## src/rtl/fetch_unit.sv

```systemverilog
// Instruction fetch stage: owns the PC, reads the combinational program ROM and
// queues {word, pc} pairs in a 2-entry buffer for decode. Optional PC range check: FETCH_BOUND_CHECK_EN.
module fetch_unit #(
  parameter logic [31:0] RESET_PC  = 32'h0000_0000,
  parameter int          ROM_WORDS = 512
) (
  input  logic        clk,
  input  logic        rst_n,
  output logic [31:0] rom_addr,
  input  logic [31:0] rom_data,
  input  logic        redirect,
  input  logic [31:0] redirect_pc,
  output logic        inst_valid,
  input  logic        inst_ready,
  output logic [31:0] inst,
  output logic [31:0] inst_pc,
  output logic        fetch_fault
);

  function automatic logic [31:0] align4(input logic [31:0] a);
    return {a[31:2], 2'b00};
  endfunction

`ifdef FETCH_BOUND_CHECK_EN
  localparam bit BOUND_EN = 1'b1;
`else
  localparam bit BOUND_EN = 1'b0;
`endif

  localparam logic [31:0] RESET_PC_AL = align4(RESET_PC);
  localparam logic [32:0] PC_LIMIT    = 33'(ROM_WORDS) << 2;

  logic [31:0] r_fetch_pc;
  logic [31:0] r_word [2];
  logic [31:0] r_pc   [2];
  logic        r_rd_ptr;
  logic        r_wr_ptr;
  logic [1:0]  r_count;
  logic        r_fault;

  logic        w_pop;
  logic        w_oob;
  logic        w_cap;

  assign w_pop = inst_valid && inst_ready;
  assign w_oob = BOUND_EN && ({1'b0, r_fetch_pc} >= PC_LIMIT);
  // Pop frees a slot in the same cycle, so a full buffer can still capture.
  assign w_cap = !redirect && !w_oob && ((r_count != 2'd2) || w_pop);

  assign rom_addr    = r_fetch_pc;
  assign inst_valid  = (r_count != 2'd0);
  assign inst        = r_word[r_rd_ptr];
  assign inst_pc     = r_pc[r_rd_ptr];
  assign fetch_fault = BOUND_EN ? r_fault : 1'b0;

  always_ff @(posedge clk or negedge rst_n) begin
    if (!rst_n) begin
      r_fetch_pc <= RESET_PC_AL;
      r_word[0]  <= '0;
      r_word[1]  <= '0;
      r_pc[0]    <= '0;
      r_pc[1]    <= '0;
      r_rd_ptr   <= 1'b0;
      r_wr_ptr   <= 1'b0;
      r_count    <= 2'd0;
      r_fault    <= 1'b0;
    end else if (redirect) begin
      // Any concurrent pop is implicitly honoured: every entry is dropped anyway.
      r_fetch_pc <= align4(redirect_pc);
      r_rd_ptr   <= r_wr_ptr;
      r_count    <= 2'd0;
      r_fault    <= 1'b0;
    end else begin
      if (w_pop) r_rd_ptr <= ~r_rd_ptr;
      if (w_cap) begin
        r_word[r_wr_ptr] <= rom_data;
        r_pc[r_wr_ptr]   <= r_fetch_pc;
        r_wr_ptr         <= ~r_wr_ptr;
        r_fetch_pc       <= r_fetch_pc + 32'd4;
      end
      if (w_oob) r_fault <= 1'b1;
      r_count <= r_count + {1'b0, w_cap} - {1'b0, w_pop};
    end
  end

endmodule
```

## config.mk

```make
export PLATFORM = sky130hd
export DESIGN_NAME = fetch_unit
export DESIGN_NICKNAME = d
export VERILOG_FILES = /design/src/rtl/fetch_unit.sv
export SDC_FILE = /design/constraint.sdc
export NUM_CORES = 1
export LEC_CHECK = 0
export CAP_MARGIN = 40
export CORE_UTILIZATION = 45
export CTS_CLUSTER_DIAMETER = 80
export CTS_CLUSTER_SIZE = 14
export DETAILED_ROUTE_END_ITERATION = 12
export PLACE_DENSITY = 0.72
export SLEW_MARGIN = 10
export SYNTH_ARGS = -nofsm -noshare
export SYNTH_HDL_FRONTEND = slang
export SYNTH_SLANG_ARGS = --single-unit
```

## constraint.sdc

```tcl
create_clock -name clk -period 2 [get_ports clk]
set_input_delay 0.4 -clock clk [delete_from_list [all_inputs] [get_ports clk]]
set_output_delay 0.4 -clock clk [all_outputs]
set_load 0.02 [all_outputs]
```

==> flow_metrics.env <==
export IMPL_instances_no_fill=976
export IMPL_setup_viol=49
export IMPL_multiInputGateArea_um2=3310
export IMPL_synth_edf_count=0
export IMPL_violations="setup timing"
export IMPL_timing_fmax_mhz=479
export IMPL_preCtsSetupSlack_ps=-300
export IMPL_cts_tree="yes"
export IMPL_tns_ps=-1980
export IMPL_cts_sinks=158
export IMPL_finalPower_mw=16.8
export IMPL_die_height_um=131
export IMPL_clockBufferDepth=2
export IMPL_final_common_cell="dfrtp_1"
export IMPL_ys_ff_latch=158
export IMPL_yosys_cell_types_count=41
export IMPL_cp_arrival_ps=1690
export IMPL_r2r_start="r_count[0]$_DFF_PN0_"
export IMPL_cts_root_buf="clkbuf_16"
export IMPL_synth_area_um2=7480
export IMPL_cpPeakStageDelay_ps=440
export IMPL_grt_ovfl_total=0
export IMPL_gp_congestion=0.753
export IMPL_postRouteAntennaNets=0
export IMPL_clk_pin_slew_ps=60
export IMPL_cts_buffers=17
export IMPL_grt_max_degree=66
export IMPL_synth_flop_cell="dfrtp_1"
export IMPL_fin_crit_ps=2090
export IMPL_vias_per_cell=5.14
export IMPL_area_growth_pct=38.0
export IMPL_crit_path_end_kind="primary output"
export IMPL_setup_worst_path_start="r_rd_ptr$_DFFE_PN0P_"
export IMPL_antenna_found_initial=1
export IMPL_crit_chain="buf_6, buf_12, buf_12, mux2_4, buf_6"
export IMPL_n_fill_cell=1183
export IMPL_hp_class="in2async"
export IMPL_syn_area_per_cell_um2=13.5
export IMPL_netlist_instances=554
export IMPL_rsz0062_at_grt="yes"
export IMPL_dp_hpwl_um=11600
export IMPL_num_rows=46
export IMPL_track_usage_pct=21.7
export IMPL_fp_coreArea_um2=16100
export IMPL_drive_gt1_share_pct=41.2
export IMPL_wire_per_inst_um=18.6
export IMPL_totalWireLength_um=18200
export IMPL_grt_pass1_wl_um=27800
export IMPL_synth_warnings=0
export IMPL_crit_path_top_delay_cell="dfrtp_2"
export IMPL_first_global_vias=5195
export IMPL_final_hold_violation_count=0
export IMPL_layout_common_cells="dfrtp_1, mux2_2, clkdlybuf4s50_1"
export IMPL_required_ps=1600
export IMPL_first_pass_iters=4
export IMPL_synthArstFlopShare_pct=100
export IMPL_start_kind="flop"
export IMPL_slew_violations=0
export IMPL_vias=5021
export IMPL_seq_area_um2=3960
export IMPL_placed_cells=932
export IMPL_max_slew_margin_pct=60.7
export IMPL_layout_setup_ws_ps=-86.9
export IMPL_io_buffers=158
export IMPL_p_leak_nw=4.52
export IMPL_irDropWorstVdd_mv=0.745
export IMPL_path_class="reg2out"
export IMPL_antennaDiodeCount=0
export IMPL_design_die_area_um2=17100
export IMPL_post_route_util_pct=64.3
export IMPL_fin_skew_ps=10.3
export IMPL_drc=0
export IMPL_drtIter0Drc=146
export IMPL_dieWidth_um=131
export IMPL_htreeDepth=4
export IMPL_p_per_area_nw_per_um2=1630
export IMPL_clk_insertion_delay_late_ps=430
export IMPL_synth_yosys_seq_area_share_pct=52.8
export IMPL_start_util_pct=46.6
export IMPL_worstPathMaxFanout=7
export IMPL_drv_cap=0
export IMPL_status="finished with violations"
export IMPL_worst_slew_pin_transition_ps=590
export IMPL_final_nets=819
export IMPL_finalCritPeriodShare_pct=104
export IMPL_ios=166
-- registers in the layout, indices dropped and copies added, names as in the netlist --
| register | flops |
|---|---|
| r_count | 2 |
| r_word | 64 |
| r_rd_ptr | 1 |
| r_pc | 60 |
| rom_addr | 30 |
| r_wr_ptr | 1 |
-- metrics by stage --
stage	hold WS [ps]	instance area (um^2)
after floorplan	104	7500
after global placement	346	9500
after detailed placement	352	9500
after CTS	467	10200
after global routing	505	10300
final	473	10300
-- synthesized netlist by cell type (all sizes together) (8+ instances only) --
library cell  count  area share, %
buf              25            3.0
clkbuf           10           0.50
dfrtp           158             53
inv               8           0.40
mux2            186             28
nand2            37            1.9
nand3             8           0.54
nor2             13           0.85
nor3              9           0.94
o21ai            28            1.9
xnor2            23            2.7
-- kinds of logic (layout without fill, tap and decap cells) --
| kind of cell | Yosys count | after routing | synth area share, % |
|---|---|---|---|
| compound gates | 32 | 32 | 2.31 |
| xor+xnor | 30 | 30 | 3.51 |
| fa+ha+maj | 3 | 3 | 0.502 |
| buf+inv | 43 | 245 | 3.95 |
| flops | 158 | 158 | 52.8 |
| mux | 187 | 187 | 28.1 |
| other cells | 1 | 5 | 0.0501 |
| simple gates | 100 | 100 | 8.73 |
-- path summary, 6_finish.rpt --
path	end	slack, ps	cells past startpoint
worst max-delay path	inst[22]	-90	5
worst min-delay path	r_word[48]$_DFFE_PN0P_	470	2
worst max register to register	r_count[0]$_DFF_PN0_	110	6
worst min register to register	r_word[36]$_DFFE_PN0P_	490	1
max in group asynchronous	rom_addr[4]$_DFFE_PN0P_	850	3
min in group clk	r_word[36]$_DFFE_PN0P_	490	1
-- layer usage --
metal | part of all wire [%] | GRT usage [%] | vias to the layer above
met5 | 0.071 | 0 | -
met4 | 1.2 | 6.96 | 2
li1 | - | - | 2334
met3 | 6.5 | 7.04 | 22
met2 | 50 | 36.3 | 132
met1 | 43 | 26.6 | 2531
-- power breakdown --
group / internal, mW / total [mW] / switching (mW) / leakage, nW
clock network: 2.02 / 3.26 / 1.25 / 0.285
registers: 4.57 / 5.33 / 0.764 / 1.89
logic: 4.54 / 8.24 / 3.70 / 2.34
total: 11.1 / 16.8 / 5.71 / 4.52
-- worst max-delay path: cells and delay by family (launching register included) --
kind                   cells  cell delay [ps]
buffers and inverters      4              530
muxes                      1              300
DFF                        1              440
-- timing repair --
item / in CTS / in global routing
setup buffers: 6 / 1
resized for setup: 319 / 50
gates cloned: 4 / 2
endpoints found under the hold margin: 41 / 0
hold buffers: 1 / 0
setup endpoints to repair: 68 / 69
-- area by class of cell --
class | instances | area share, %
Clock buffer | 21 | 4.46
Clock inverter | 10 | 1.32
Inverter | 8 | 0.291
Multi-Input combinational cell | 357 | 32.1
Sequential cell | 158 | 38.3
Tap cell | 216 | 2.62
Timing Repair Buffer | 206 | 20.9
No activity file was read; power rests on OpenSTA's default activity.
